[config.mk]
export PLATFORM = sky130hd
export DESIGN_NAME = sync_debounce_edge
export DESIGN_NICKNAME = d
export VERILOG_FILES = /design/src/rtl/sync_debounce_edge.sv
export SDC_FILE = /design/constraint.sdc
export NUM_CORES = 1
export LEC_CHECK = 0
export ABC_AREA = 1
export ABC_CLOCK_PERIOD_IN_PS = 1900
export BUFFER_PORTS_ARGS = -buffer_cell sky130_fd_sc_hd__buf_2
export CORE_MARGIN = 8
export CORE_UTILIZATION = 50
export DETAILED_ROUTE_END_ITERATION = 7
export PLACE_DENSITY = 0.73
export SLEW_MARGIN = 20
export SYNTH_ARGS = -nofsm -noshare
export SYNTH_HDL_FRONTEND = slang
export SYNTH_SLANG_ARGS = --single-unit
[constraint.sdc]
create_clock -name clkB -period 1.9 [get_ports clkB]
set_clock_uncertainty 0.2 [all_clocks]
set_input_delay 0.38 -clock clkB [delete_from_list [all_inputs] [get_ports clkB]]
set_output_delay 0.38 -clock clkB [all_outputs]
set_load 0.005 [all_outputs]
[src/rtl/sync_debounce_edge.sv]
// Glitch filter and edge detector for an already-synchronized level in the clkB domain.
// A new level is accepted after FILTER_CYCLES equal samples; rises are counted with saturation.
module sync_debounce_edge #(
   parameter int FILTER_CYCLES = 4,
   parameter int EVT_CNT_WIDTH = 8
) (
   input  logic                     clkB,
   input  logic                     rstN,
   input  logic                     en,
   input  logic                     din_sync,
   input  logic                     clr_cnt,
   output logic                     level,
   output logic                     rise,
   output logic                     fall,
   output logic                     busy,
   output logic [EVT_CNT_WIDTH-1:0] rise_count
);

   localparam int QW = $clog2(FILTER_CYCLES + 1);
   localparam logic [QW-1:0] QLAST = QW'(FILTER_CYCLES - 1);
   localparam logic [EVT_CNT_WIDTH-1:0] CNT_MAX = '1;

   typedef enum logic [1:0] {
      S_LOW       = 2'd0,
      S_QUAL_HIGH = 2'd1,
      S_HIGH      = 2'd2,
      S_QUAL_LOW  = 2'd3
   } state_t;

   state_t                     state_q, state_d;
   logic [QW-1:0]              qcnt_q, qcnt_d;
   logic                       level_q, level_d;
   logic                       rise_q, rise_d;
   logic                       fall_q, fall_d;
   logic                       busy_q, busy_d;
   logic [EVT_CNT_WIDTH-1:0]   cnt_q, cnt_d;

   // Next-state, qualification counter and next registered outputs
   always_comb begin
      state_d = state_q;
      qcnt_d  = qcnt_q;
      rise_d  = 1'b0;
      fall_d  = 1'b0;
      case (state_q)
         S_LOW: begin
            if (en && din_sync) begin
               if (FILTER_CYCLES == 1) begin
                  state_d = S_HIGH;
                  rise_d  = 1'b1;
               end else begin
                  state_d = S_QUAL_HIGH;
                  qcnt_d  = QW'(1);
               end
            end else begin
               state_d = S_LOW;
            end
         end
         S_QUAL_HIGH: begin
            if (!en || !din_sync) begin
               state_d = S_LOW;
               qcnt_d  = '0;
            end else if (qcnt_q == QLAST) begin
               state_d = S_HIGH;
               qcnt_d  = '0;
               rise_d  = 1'b1;
            end else begin
               qcnt_d  = qcnt_q + QW'(1);
            end
         end
         S_HIGH: begin
            if (en && !din_sync) begin
               if (FILTER_CYCLES == 1) begin
                  state_d = S_LOW;
                  fall_d  = 1'b1;
               end else begin
                  state_d = S_QUAL_LOW;
                  qcnt_d  = QW'(1);
               end
            end else begin
               state_d = S_HIGH;
            end
         end
         S_QUAL_LOW: begin
            if (!en || din_sync) begin
               state_d = S_HIGH;
               qcnt_d  = '0;
            end else if (qcnt_q == QLAST) begin
               state_d = S_LOW;
               qcnt_d  = '0;
               fall_d  = 1'b1;
            end else begin
               qcnt_d  = qcnt_q + QW'(1);
            end
         end
         default: begin
            state_d = S_LOW;
            qcnt_d  = '0;
         end
      endcase

      level_d = (state_d == S_HIGH) || (state_d == S_QUAL_LOW);
      busy_d  = (state_d == S_QUAL_HIGH) || (state_d == S_QUAL_LOW);

      // Clear takes priority over a coincident rise
      if (clr_cnt) begin
         cnt_d = '0;
      end else if (rise_d && (cnt_q != CNT_MAX)) begin
         cnt_d = cnt_q + EVT_CNT_WIDTH'(1);
      end else begin
         cnt_d = cnt_q;
      end
   end

   // State and output registers
   always_ff @(posedge clkB or negedge rstN) begin
      if (!rstN) begin
         state_q <= S_LOW;
         qcnt_q  <= '0;
         level_q <= 1'b0;
         rise_q  <= 1'b0;
         fall_q  <= 1'b0;
         busy_q  <= 1'b0;
         cnt_q   <= '0;
      end else begin
         state_q <= state_d;
         qcnt_q  <= qcnt_d;
         level_q <= level_d;
         rise_q  <= rise_d;
         fall_q  <= fall_d;
         busy_q  <= busy_d;
         cnt_q   <= cnt_d;
      end
   end

   assign level      = level_q;
   assign rise       = rise_q;
   assign fall       = fall_q;
   assign busy       = busy_q;
   assign rise_count = cnt_q;

endmodule

==> impl_metrics.toml <==
[pwr]
p_sw_mw = 0.280
clockPowerShare_pct = 25.4
p_int_mw = 0.574
switching_share_pct = 32.8
peakVddDrop_v = 0.000517
power.leakage_nw = 0.627
power.share.sequential_pct = 50.9
pwr_density_cell_nw_per_um2 = 784
share_comb_of_total_power_pct = 23.7

[worst_setup_path]
slowest_stage_cell_cp = "dfrtp_1"
most_frequent_cell_on_the_critical_path = "nand2_1"
worstPathArrival_ps = 1620
cp_slowest_stage_delay_ps = 380
crit_chain = "ha_1 > inv_2 > nor2_2 > inv_1 > nor2_1 > nand2_1 > nand2_1 > o21ai_1"
crit_path_end_kind = "flip-flop"
cp_max_fo = 4
setup.worst_path.class = "flip-flop to flip-flop"
critical_path_required_ps = 1870
worstSetupStartpointType = "flip-flop"

[detailed_routing]
detail_route.first_pass.iterations = 4
wirelength_um = 1900
detailroute.via_count = 817
routed_wire_length_per_instance_um = 11.3
ant_nets = 0
drt_drc_violations_left = 0
avgViaCountPerCell = 4.86
dr.first_iter.drc_count = 13

[die]
fp.dieArea_um2 = 3500
placement_rows = 15
design.portCount = 17
dieWidth_um = 59.2
core_area_um2 = 1750
die_h_um = 59.2
initial_util_pct = 53.3

[timing]
finalCritPeriodShare_pct = 87.1
worst_slew_pin_slew_ps = 344
finalSetupViolCount = 0
final.setup.tns_ps = 0
fin_hold_ws_ps = 207
slew-limit-headroom_pct = 77.1
timing_max_transition_violations_final = 0
final_period_minus_worst_setup_slack_ps = 1650
rsz0062_at_grt = "false"
max_clock_freq_ghz = 0.604
hold_viol_final = 0

[global_route]
first_global_vias = 798
grt_first_pass_wirelength_um = 3350
grt_start_max_net_pins = 17
grtUsageTotal_pct = 12.4
antenna_found_initial = 0
grt-ovfl-total = 0

[layout]
fin_nets = 151
drive_gt1_share_pct = 23.8
num-fill-cells = 170
layout-area-overhead-vs-synth_pct = 16.9
antennaDiodeCount = 0
multi_input_area_um2 = 459
layout.area.seq_um2 = 400

[logic_synthesis]
postSynthRegisterBits = 16
synth_sequential_area_ratio_pct = 43.0
count_of_synthesis_stage_warnings_from_yosys = 0
synth_cell_types = 21
syn_area_um2 = 931
syn-instance-count = 122
synth.avg_cell_area_um2 = 7.63
postSynthNetCount = 129

[cts]
clock_tree.htree_level_count = 1
cts_hold_buffers = 1
clkSlewWorstSetupHoldPaths_ps = 90
cts_root_buf = "clkbuf_4"
post_cts.repair.setup_buffers = 0
cts_buffer_count = 3
clock-sinks = 16
clock_tree_buf_depth = 2
cts_resized = 0
clock_latency_ps = 280
cts_tree = "done"

[hold_path]
hold_class = "primary input to flip-flop"

[placement]
placement.io_buffers = 16
gp_congestion = 0.854
place_hpwl_um = 1480

[run_status]
run_status = "completed"

[job]
maxCapViolations = 0
Yosys cell counts (all sizes together):
master / n / area, µm²
a21boi: 1 / 7.51
a21oi: 1 / 5.00
dfrtp: 16 / 400
ha: 2 / 25.0
inv: 19 / 71.3
nand2: 42 / 170
nand3: 10 / 55.1
nand4: 8 / 50.1
nor2: 15 / 97.6
nor3: 1 / 5.00
o21ai: 4 / 20.0
or2: 1 / 6.26
xor2: 2 / 17.5
cell usage in the layout, fill, tap and decap left out:
cell type,instances
nand2_1,39
dfrtp_1,16
buf_2,16
inv_1,14
nor2_1,10
nand3_1,9
nand4_1,8
inv_2,5
nor2_4,3
o21ai_1,3
clkbuf_4,3
nand2_2,2
xor2_1,2
ha_1,2
nor2_2,1
o21ai_0,1
nand2_4,1
nor3_1,1
nand3_2,1
nor2_8,1
or2_1,1
a21oi_1,1
a21boi_1,1
clkbuf_8,1
dlygate4sd3_1,1
power groups by stage:
stage / Sequential, mW / Clock [mW] / Combinational, mW
global route: 0.441 / 0.250 / 0.236
global placement: 0.437 / 0 / 0.195
detailed placement: 0.440 / 0 / 0.202
CTS: 0.433 / 0.225 / 0.204
finish: 0.434 / 0.217 / 0.202
floorplan: 0.432 / 0 / 0.141
worst max-delay path: cells and delay by family (launching register included):
kind            cells  cell delay (ps)
compound gates      1               80
fa+ha+maj           1              170
buf+inv             2              160
flops               1              380
simple gates        4              550
metal layers:
| layer | routed length (µm) | vias up | share of wire [%] | GRT usage (%) |
|---|---|---|---|---|
| li1 | - | 428 | - | - |
| met1 | 929 | 362 | 49 | 14.8 |
| met2 | 802 | 23 | 42 | 18.2 |
| met3 | 133 | 4 | 7.0 | 5.64 |
| met4 | 34 | 0 | 1.8 | 6.48 |
| met5 | 0 | - | 0 | 0 |
final timing paths:
kind	start	end	slack [ps]	depth (start not counted)
worst max-delay path	qcnt_q[0]	rise_count[0]	250	8
worst min-delay path	clr_cnt	rise_count[4]	210	4
worst max register to register	qcnt_q[0]	rise_count[0]	250	8
worst min register to register	qcnt_q[1]	qcnt_q[1]	300	2
max in group asynchronous	rstN	rise_count[0]	920	2
min in group asynchronous	rstN	fall	320	2
metrics by stage:
step	util (%)	setup slack, ps	power (mW)	cells	area [µm²]
floorplan	-	391	0.573	122	931
global placement	59.7	310	0.633	163	1040
detailed placement	59.7	262	0.641	163	1040
CTS	62.4	243	0.861	168	1090
global route	62.4	106	0.926	168	1090
finish	62.4	246	0.853	168	1090
flip-flops by register name, indices dropped and copies added (netlist names):
signal	flops
rise_count	8
qcnt_q	3
busy	1
fall	1
level	1
rise	1
state_q	1
cell type report:
class                           count  area share [%]
Tap cell                           25            2.87
Sequential cell                    16            36.8
Inverter                           19            6.55
Clock buffer                        4            3.33
Multi-Input combinational cell     87            42.2
Timing Repair Buffer               17            8.28
cell families after synthesis:
group | after synthesis | share of synthesized area, %
buf+inv | 19 | 7.66
fa+ha+maj | 2 | 2.69
xor+xnor | 2 | 1.88
simple gates | 77 | 41.3
compound gates | 6 | 3.49
flops | 16 | 43.0
Power figures use the tool's default switching activity.
